### config.mk
export PLATFORM = sky130hd
export DESIGN_NAME = npc_gen_flat
export DESIGN_NICKNAME = d
export VERILOG_FILES = /design/src/rtl/npc_gen_if.sv /design/src/rtl/npc_gen.sv /design/src/flat_wrapper.sv
export SDC_FILE = /design/constraint.sdc
export NUM_CORES = 1
export LEC_CHECK = 0
export CORE_AREA = 2 2 161 163
export CTS_CLUSTER_SIZE = 8
export DETAILED_ROUTE_END_ITERATION = 8
export DIE_AREA = 0 0 163 165
export PLACE_DENSITY_LB_ADDON = 0.08
export SLEW_MARGIN = 20
export SYNTH_ARGS = -nofsm -noshare
export SYNTH_HDL_FRONTEND = slang
export SYNTH_SLANG_ARGS = --single-unit
### constraint.sdc
create_clock -name clk -period 7.4 [get_ports clk]
set_input_delay 1.48 -clock clk [delete_from_list [all_inputs] [get_ports clk]]
set_output_delay 1.48 -clock clk [all_outputs]
set_load 0.03 [all_outputs]
### src/rtl/npc_gen_if.sv
// Next-PC generator bus: D-stage instruction context in, fetch PC,
// redirect candidates and mux select out.
interface npc_gen_if;
   logic        stall;
   logic [31:0] instr_D;
   logic [31:0] PC4_D;
   logic [31:0] rs_D;
   logic [31:0] rt_D;
   logic [31:0] epc;
   logic [31:0] NPC;

   logic [2:0]  NPC_ctrl;
   logic [31:0] BR;
   logic [31:0] JR;
   logic [31:0] J_JAL;
   logic [31:0] JI;
   logic [31:0] PC_F;
   logic [31:0] PC4_F;
   logic        flush_FD;
   logic        bd_D;
   logic        adel_F;
   logic [15:0] redir_cnt;

   // Pipeline side: drives D-stage context and the selected NPC
   modport master (
      output stall, instr_D, PC4_D, rs_D, rt_D, epc, NPC,
      input  NPC_ctrl, BR, JR, J_JAL, JI, PC_F, PC4_F,
             flush_FD, bd_D, adel_F, redir_cnt
   );

   // Generator side
   modport slave (
      input  stall, instr_D, PC4_D, rs_D, rt_D, epc, NPC,
      output NPC_ctrl, BR, JR, J_JAL, JI, PC_F, PC4_F,
             flush_FD, bd_D, adel_F, redir_cnt
   );
endinterface

### src/rtl/npc_gen.sv
// Next-PC generator: decodes the D-stage instruction into a redirect
// select, computes candidate targets, and holds the fetch PC plus the
// delay-slot, fetch-address-error and redirect-count flags.
module npc_gen #(
   parameter logic [31:0] RESET_PC = 32'h0000_3000,
   parameter logic [31:0] EXC_PC   = 32'h0000_4180
) (
   input logic       clk,
   input logic       reset,
   npc_gen_if.slave  bus
);

   typedef enum logic [2:0] {
      SEL_PC4   = 3'b000,
      SEL_BR    = 3'b001,
      SEL_JR    = 3'b010,
      SEL_J_JAL = 3'b011,
      SEL_JI    = 3'b100
   } npc_sel_e;

   localparam logic [31:0] ERET_INSTR = 32'h4200_0018;
   localparam logic [31:0] PC_HI      = EXC_PC + 32'h0000_1C7C;

   logic [5:0]  op;
   logic [4:0]  rt_field;
   logic [5:0]  funct;
   logic        is_eret;
   logic        is_jb;
   npc_sel_e    sel_raw;
   npc_sel_e    sel;

   logic [31:0] PC_F_q, PC_F_d;
   logic        bd_D_q, bd_D_d;
   logic        adel_F_q, adel_F_d;
   logic [15:0] redir_cnt_q, redir_cnt_d;

   assign op       = bus.instr_D[31:26];
   assign rt_field = bus.instr_D[20:16];
   assign funct    = bus.instr_D[5:0];
   assign is_eret  = (bus.instr_D == ERET_INSTR);

   // Candidate redirect targets
   assign bus.BR    = bus.PC4_D + {{14{bus.instr_D[15]}}, bus.instr_D[15:0], 2'b00};
   assign bus.J_JAL = {bus.PC4_D[31:28], bus.instr_D[25:0], 2'b00};
   assign bus.JR    = bus.rs_D;
   assign bus.JI    = bus.epc;

   // Classify instr_D: branch/jump membership and unstalled redirect select
   always_comb begin
      sel_raw = SEL_PC4;
      is_jb   = 1'b0;
      case (op)
         6'h04: begin
            is_jb = 1'b1;
            if (bus.rs_D == bus.rt_D) sel_raw = SEL_BR;
         end
         6'h05: begin
            is_jb = 1'b1;
            if (bus.rs_D != bus.rt_D) sel_raw = SEL_BR;
         end
         6'h06: begin
            is_jb = 1'b1;
            if ($signed(bus.rs_D) <= 0) sel_raw = SEL_BR;
         end
         6'h07: begin
            is_jb = 1'b1;
            if ($signed(bus.rs_D) > 0) sel_raw = SEL_BR;
         end
         6'h01: begin
            if (rt_field == 5'd0) begin
               is_jb = 1'b1;
               if (bus.rs_D[31]) sel_raw = SEL_BR;
            end else if (rt_field == 5'd1) begin
               is_jb = 1'b1;
               if (!bus.rs_D[31]) sel_raw = SEL_BR;
            end
         end
         6'h02, 6'h03: begin
            is_jb   = 1'b1;
            sel_raw = SEL_J_JAL;
         end
         6'h00: begin
            if (funct == 6'h08 || funct == 6'h09) begin
               is_jb   = 1'b1;
               sel_raw = SEL_JR;
            end
         end
         default: ;
      endcase
      if (is_eret) sel_raw = SEL_JI;
   end

   // A stall suppresses any redirect so it fires once, after the stall drops
   always_comb begin
      sel = bus.stall ? SEL_PC4 : sel_raw;
   end

   assign bus.NPC_ctrl = sel;
   assign bus.flush_FD = is_eret && !bus.stall;

   // Next state for fetch PC and status flags; everything holds on stall
   always_comb begin
      PC_F_d      = PC_F_q;
      bd_D_d      = bd_D_q;
      adel_F_d    = adel_F_q;
      redir_cnt_d = redir_cnt_q;
      if (!bus.stall) begin
         PC_F_d   = bus.NPC;
         bd_D_d   = is_jb;
         adel_F_d = (bus.NPC[1:0] != 2'b00) || (bus.NPC < RESET_PC) || (bus.NPC > PC_HI);
         if (sel != SEL_PC4 && redir_cnt_q != 16'hFFFF)
            redir_cnt_d = redir_cnt_q + 16'd1;
      end
   end

   // State registers; reset takes priority over stall
   always_ff @(posedge clk) begin
      if (!reset) begin
         PC_F_q      <= RESET_PC;
         bd_D_q      <= 1'b0;
         adel_F_q    <= 1'b0;
         redir_cnt_q <= '0;
      end else begin
         PC_F_q      <= PC_F_d;
         bd_D_q      <= bd_D_d;
         adel_F_q    <= adel_F_d;
         redir_cnt_q <= redir_cnt_d;
      end
   end

   assign bus.PC_F      = PC_F_q;
   assign bus.PC4_F     = PC_F_q + 32'd4;
   assign bus.bd_D      = bd_D_q;
   assign bus.adel_F    = adel_F_q;
   assign bus.redir_cnt = redir_cnt_q;

endmodule

### src/flat_wrapper.sv
// flat-port wrapper written by rule: the top's interface ports become plain ports
module npc_gen_flat 
#(
   parameter logic [31:0] RESET_PC = 32'h0000_3000,
   parameter logic [31:0] EXC_PC   = 32'h0000_4180
)
  (clk, reset, bus_stall, bus_instr_D, bus_PC4_D, bus_rs_D, bus_rt_D, bus_epc, bus_NPC, bus_NPC_ctrl, bus_BR, bus_JR, bus_J_JAL, bus_JI, bus_PC_F, bus_PC4_F, bus_flush_FD, bus_bd_D, bus_adel_F, bus_redir_cnt);
  npc_gen_if bus_i ();
  input logic clk;
  input logic reset;
  input wire logic [$bits(bus_i.stall)-1:0] bus_stall;
  input wire logic [$bits(bus_i.instr_D)-1:0] bus_instr_D;
  input wire logic [$bits(bus_i.PC4_D)-1:0] bus_PC4_D;
  input wire logic [$bits(bus_i.rs_D)-1:0] bus_rs_D;
  input wire logic [$bits(bus_i.rt_D)-1:0] bus_rt_D;
  input wire logic [$bits(bus_i.epc)-1:0] bus_epc;
  input wire logic [$bits(bus_i.NPC)-1:0] bus_NPC;
  output wire logic [$bits(bus_i.NPC_ctrl)-1:0] bus_NPC_ctrl;
  output wire logic [$bits(bus_i.BR)-1:0] bus_BR;
  output wire logic [$bits(bus_i.JR)-1:0] bus_JR;
  output wire logic [$bits(bus_i.J_JAL)-1:0] bus_J_JAL;
  output wire logic [$bits(bus_i.JI)-1:0] bus_JI;
  output wire logic [$bits(bus_i.PC_F)-1:0] bus_PC_F;
  output wire logic [$bits(bus_i.PC4_F)-1:0] bus_PC4_F;
  output wire logic [$bits(bus_i.flush_FD)-1:0] bus_flush_FD;
  output wire logic [$bits(bus_i.bd_D)-1:0] bus_bd_D;
  output wire logic [$bits(bus_i.adel_F)-1:0] bus_adel_F;
  output wire logic [$bits(bus_i.redir_cnt)-1:0] bus_redir_cnt;
  assign bus_i.stall = bus_stall;
  assign bus_i.instr_D = bus_instr_D;
  assign bus_i.PC4_D = bus_PC4_D;
  assign bus_i.rs_D = bus_rs_D;
  assign bus_i.rt_D = bus_rt_D;
  assign bus_i.epc = bus_epc;
  assign bus_i.NPC = bus_NPC;
  assign bus_NPC_ctrl = bus_i.NPC_ctrl;
  assign bus_BR = bus_i.BR;
  assign bus_JR = bus_i.JR;
  assign bus_J_JAL = bus_i.J_JAL;
  assign bus_JI = bus_i.JI;
  assign bus_PC_F = bus_i.PC_F;
  assign bus_PC4_F = bus_i.PC4_F;
  assign bus_flush_FD = bus_i.flush_FD;
  assign bus_bd_D = bus_i.bd_D;
  assign bus_adel_F = bus_i.adel_F;
  assign bus_redir_cnt = bus_i.redir_cnt;
  npc_gen #(.RESET_PC(RESET_PC), .EXC_PC(EXC_PC)) u_core (.clk(clk), .reset(reset), .bus(bus_i));
endmodule
==> impl_metrics.csv <==
group,metric,value,unit
run_status,outcome,"finished, final reports clean",
placement,gp_congestion,0.812,
logic_synthesis,synth-xor-area-share,13.5,%
cts,clock_sinks,50,
logic_synthesis,synth_top_area_share,18.2,%
power_and_ir_drop,power,1.18,mW
logic_synthesis,synth_flop_cell,"dfxtp_1",
logic_synthesis,yosysWarnings,0,
cells_and_area,fin_util,34.6,%
logic_synthesis,yosys-mux-area-fraction,7.09,%
setup_path,cp.required,5920,ps
die,ios,409,
logic_synthesis,synth_seq_cells,50,
timing,worst_slack,878,ps
global_route,antenna_found_initial,1,
die,dieWidth,163,um
logic_synthesis,synth_simple_gate_area_share,23.4,%
logic_synthesis,async_reset_ff_share,0,%
logic_synthesis,syn_area,5500,um2
timing,slew_headroom,38.3,%
cts,clk_latency,290,ps
routing,via_per_inst,4.47,
logic_synthesis,yosysSeqAreaShare,18.2,%
cells_and_area,final_layout_size_suffix_gt1_share,2.28,%
placement,place_hpwl,18700,um
timing,max_freq,0.153,GHz
cts,clk_pin_slew,70,ps
timing,final-setup-viol-count,0,
setup_path,end_kind,"primary output",
timing,tns,0,ps
cts,holdBufCountCts,0,
global_route,grt_max_degree,58,
global_route,grt_pass1_vias,5542,
placement,numPortBuffers,338,
power_and_ir_drop,p_comb_share,52.0,%
power_and_ir_drop,swShare,38.6,%
die,rows,58,
logic_synthesis,synth_fa_ha_area_share,7.41,%
routing,drt-initial-drc-count,200,
global_route,grt-ovfl-total,0,
cts,cts_resized,0,
power_and_ir_drop,power.switching,457,uW
logic_synthesis,synth_enable_flop_cells,0,
cells_and_area,area_delta_synth_final,57.6,%
timing,skew,2.19,ps
routing,drt-total-wl,22100,um
setup_path,crit_fanout,6,
routing,dr.pass1.iters,6,
cells_and_area,layout.nets,1147,
routing,vias,5591,
power_and_ir_drop,pwr-share-seq,25.1,%
logic_synthesis,avgSynthCellArea,8.03,um2
job,drv_cap,0,
cells_and_area,regArea,1000,um2
die,initial_core_util,22.0,%
setup_path,arrival,5040,ps
cells_and_area,fillers,2638,
power_and_ir_drop,powerDensity,136,nW/um2
global_route,grt_pass1_wl,32300,um
min_path,min_path_type,"reg2reg",
cells_and_area,num_antenna_cells,0,
timing,slew_viol_final,0,
timing,rsz0062_at_grt,"false",
power_and_ir_drop,clkPwrFrac,22.8,%
timing,hold_viol_final,0,
setup_path,critPathLaunchType,"input pin",
global_route,grtUsageTotal,15.5,%
placement,pre_cts_slack,923,ps
routing,final_antenna_net_count,0,
routing,drc,0,
power_and_ir_drop,peakVddDrop,73.8,uV
logic_synthesis,syn_inst,685,
setup_path,worst-setup-path-type,"in2out",
cts,root_buffer,"clkbuf_16",
timing,period_minus_slack,6520,ps
cts,postCtsSetupRepairBufs,0,
cts,htree_num_levels,2,
placement,dp.cells,1243,
die,coreArea,25000,um2
logic_synthesis,synth_top_cell_by_area,"dfxtp_1",
logic_synthesis,synth_cell_types,56,
timing,finalCritPeriodShare,88.1,%
cells_and_area,instances_no_fill,1251,
cts,cts_tree,"yes",
power_and_ir_drop,internal_power,726,uW
logic_synthesis,synth_compound_area_share,14.2,%
cts,cts.path.max_buffers,2,
routing,wl_per_cell,17.7,um
cts,cts_made_buffers,5,
logic_synthesis,synth_top_family_by_area,"simple AND/OR/NAND/NOR gates",
timing,worst_slew_pin_slew,925,ps
die,die_area,26900,um2
power_and_ir_drop,p_leak,3.33,nW
logic_synthesis,synth.area.top_cells,"dfxtp_1, buf_4, mux2i_1",
cells_and_area,multi_input_area,3620,um2
die,die_h,165,um
==> cell usage after synthesis, drive strengths merged (5+ instances only) <==
| master | n |
|---|---|
| a21boi | 10 |
| a21o | 14 |
| a21oi | 18 |
| a31oi | 8 |
| and3 | 15 |
| buf | 104 |
| clkbuf | 10 |
| dfxtp | 50 |
| ha | 31 |
| inv | 19 |
| mux2i | 39 |
| nand2 | 41 |
| nand2b | 13 |
| nand3 | 19 |
| nand4 | 13 |
| nor2 | 34 |
| nor2b | 35 |
| nor3 | 8 |
| nor4 | 24 |
| o211ai | 5 |
| o21ai | 19 |
| o21bai | 8 |
| o31ai | 12 |
| or3 | 8 |
| or4 | 9 |
| xnor2 | 43 |
| xor2 | 42 |
==> layout make-up <==
class                           instances  share of cell area (%)
Sequential cell                        50                    11.5
Clock buffer                            5                    1.44
Multi-Input combinational cell        503                    41.7
Inverter                               19                   0.823
Tap cell                              330                    4.76
Timing Repair Buffer                  341                    39.2
Clock inverter                          3                   0.519
==> cell usage in the layout, fill, tap and decap left out, types with 12 or more instances in the layout <==
cell | synthesis | routed
nand2b_1 | 13 | 13
nand4_1 | 13 | 13
inv_1 | 19 | 19
and3_1 | 15 | 15
nor2_1 | 34 | 34
xnor2_1 | 43 | 43
xor2_1 | 42 | 42
dfxtp_1 | 50 | 50
nand2_1 | 41 | 41
mux2i_1 | 39 | 39
a21o_1 | 14 | 14
nor4_1 | 24 | 24
ha_1 | 31 | 31
nand3_1 | 19 | 19
a21oi_1 | 17 | 17
o31ai_1 | 12 | 12
clkdlybuf4s50_1 | 0 | 336
o21ai_0 | 18 | 18
nor2b_1 | 35 | 35
==> power by group through the flow <==
stage | Clock (mW) | Sequential (mW) | Combinational [mW]
CTS | 0.284 | 0.297 | 0.622
global placement | 0 | 0.304 | 0.624
global route | 0.293 | 0.300 | 0.654
finish | 0.270 | 0.297 | 0.616
floorplan | 0 | 0.321 | 0.364
detailed placement | 0 | 0.304 | 0.617
==> logic make-up after synthesis <==
group / Yosys count
and+or+nand+nor: 232
muxes: 39
AOI/OAI and AO/OA: 113
other: 1
buffers and inverters: 133
xor gates and xnor gates: 85
adders and majority gates: 32
DFF: 50
==> final timing paths <==
check,from,to,slack [ps],cells past startpoint
hold / removal,u_core.bus.redir_cnt[11],u_core.bus.redir_cnt[11],500,2
setup reg to reg,u_core.bus.redir_cnt[8],u_core.bus.redir_cnt[9],5040,7
hold reg to reg,u_core.bus.redir_cnt[11],u_core.bus.redir_cnt[11],500,2
setup / recovery,bus_instr_D[7],bus_BR[20],880,11
==> registers in the layout, summed over array words and instances, names as in the netlist <==
| name | count |
|---|---|
| u_core.bus.adel_F | 1 |
| u_core.bus.redir_cnt | 16 |
| u_core.bus.bd_D | 1 |
| u_core.bus.PC_F | 32 |
==> stage by stage <==
stage	hold slack (ps)	cell area, um2
5_1_grt	526	8670
3_3_place_gp	488	8500
6_report	500	8670
2_1_floorplan	604	5510
3_5_place_dp	490	8500
4_1_cts	503	8670
==> routing by layer <==
| layer | global-route usage [%] | share of wire, % | wire length (um) | vias to the layer above |
|---|---|---|---|---|
| met3 | 3.06 | 6.1 | 1360 | 24 |
| met4 | 3.62 | 2.2 | 476 | 2 |
| met2 | 28.0 | 50 | 11100 | 210 |
| li1 | - | - | - | 2823 |
| met1 | 18.8 | 42 | 9210 | 2532 |
| met5 | 0 | 0.059 | 13 | - |
==> worst max-delay path, stage by stage <==
cell	delay [ps]
clkdlybuf4s50_1	450
ha_1	380
a21o_1	200
or3_1	320
o2111a_1	260
o21ai_1	260
a31oi_1	150
o21ai_0	210
or4b_1	450
o311ai_0	130
clkdlybuf4s50_1	750
(Power assumes the default switching activity.)
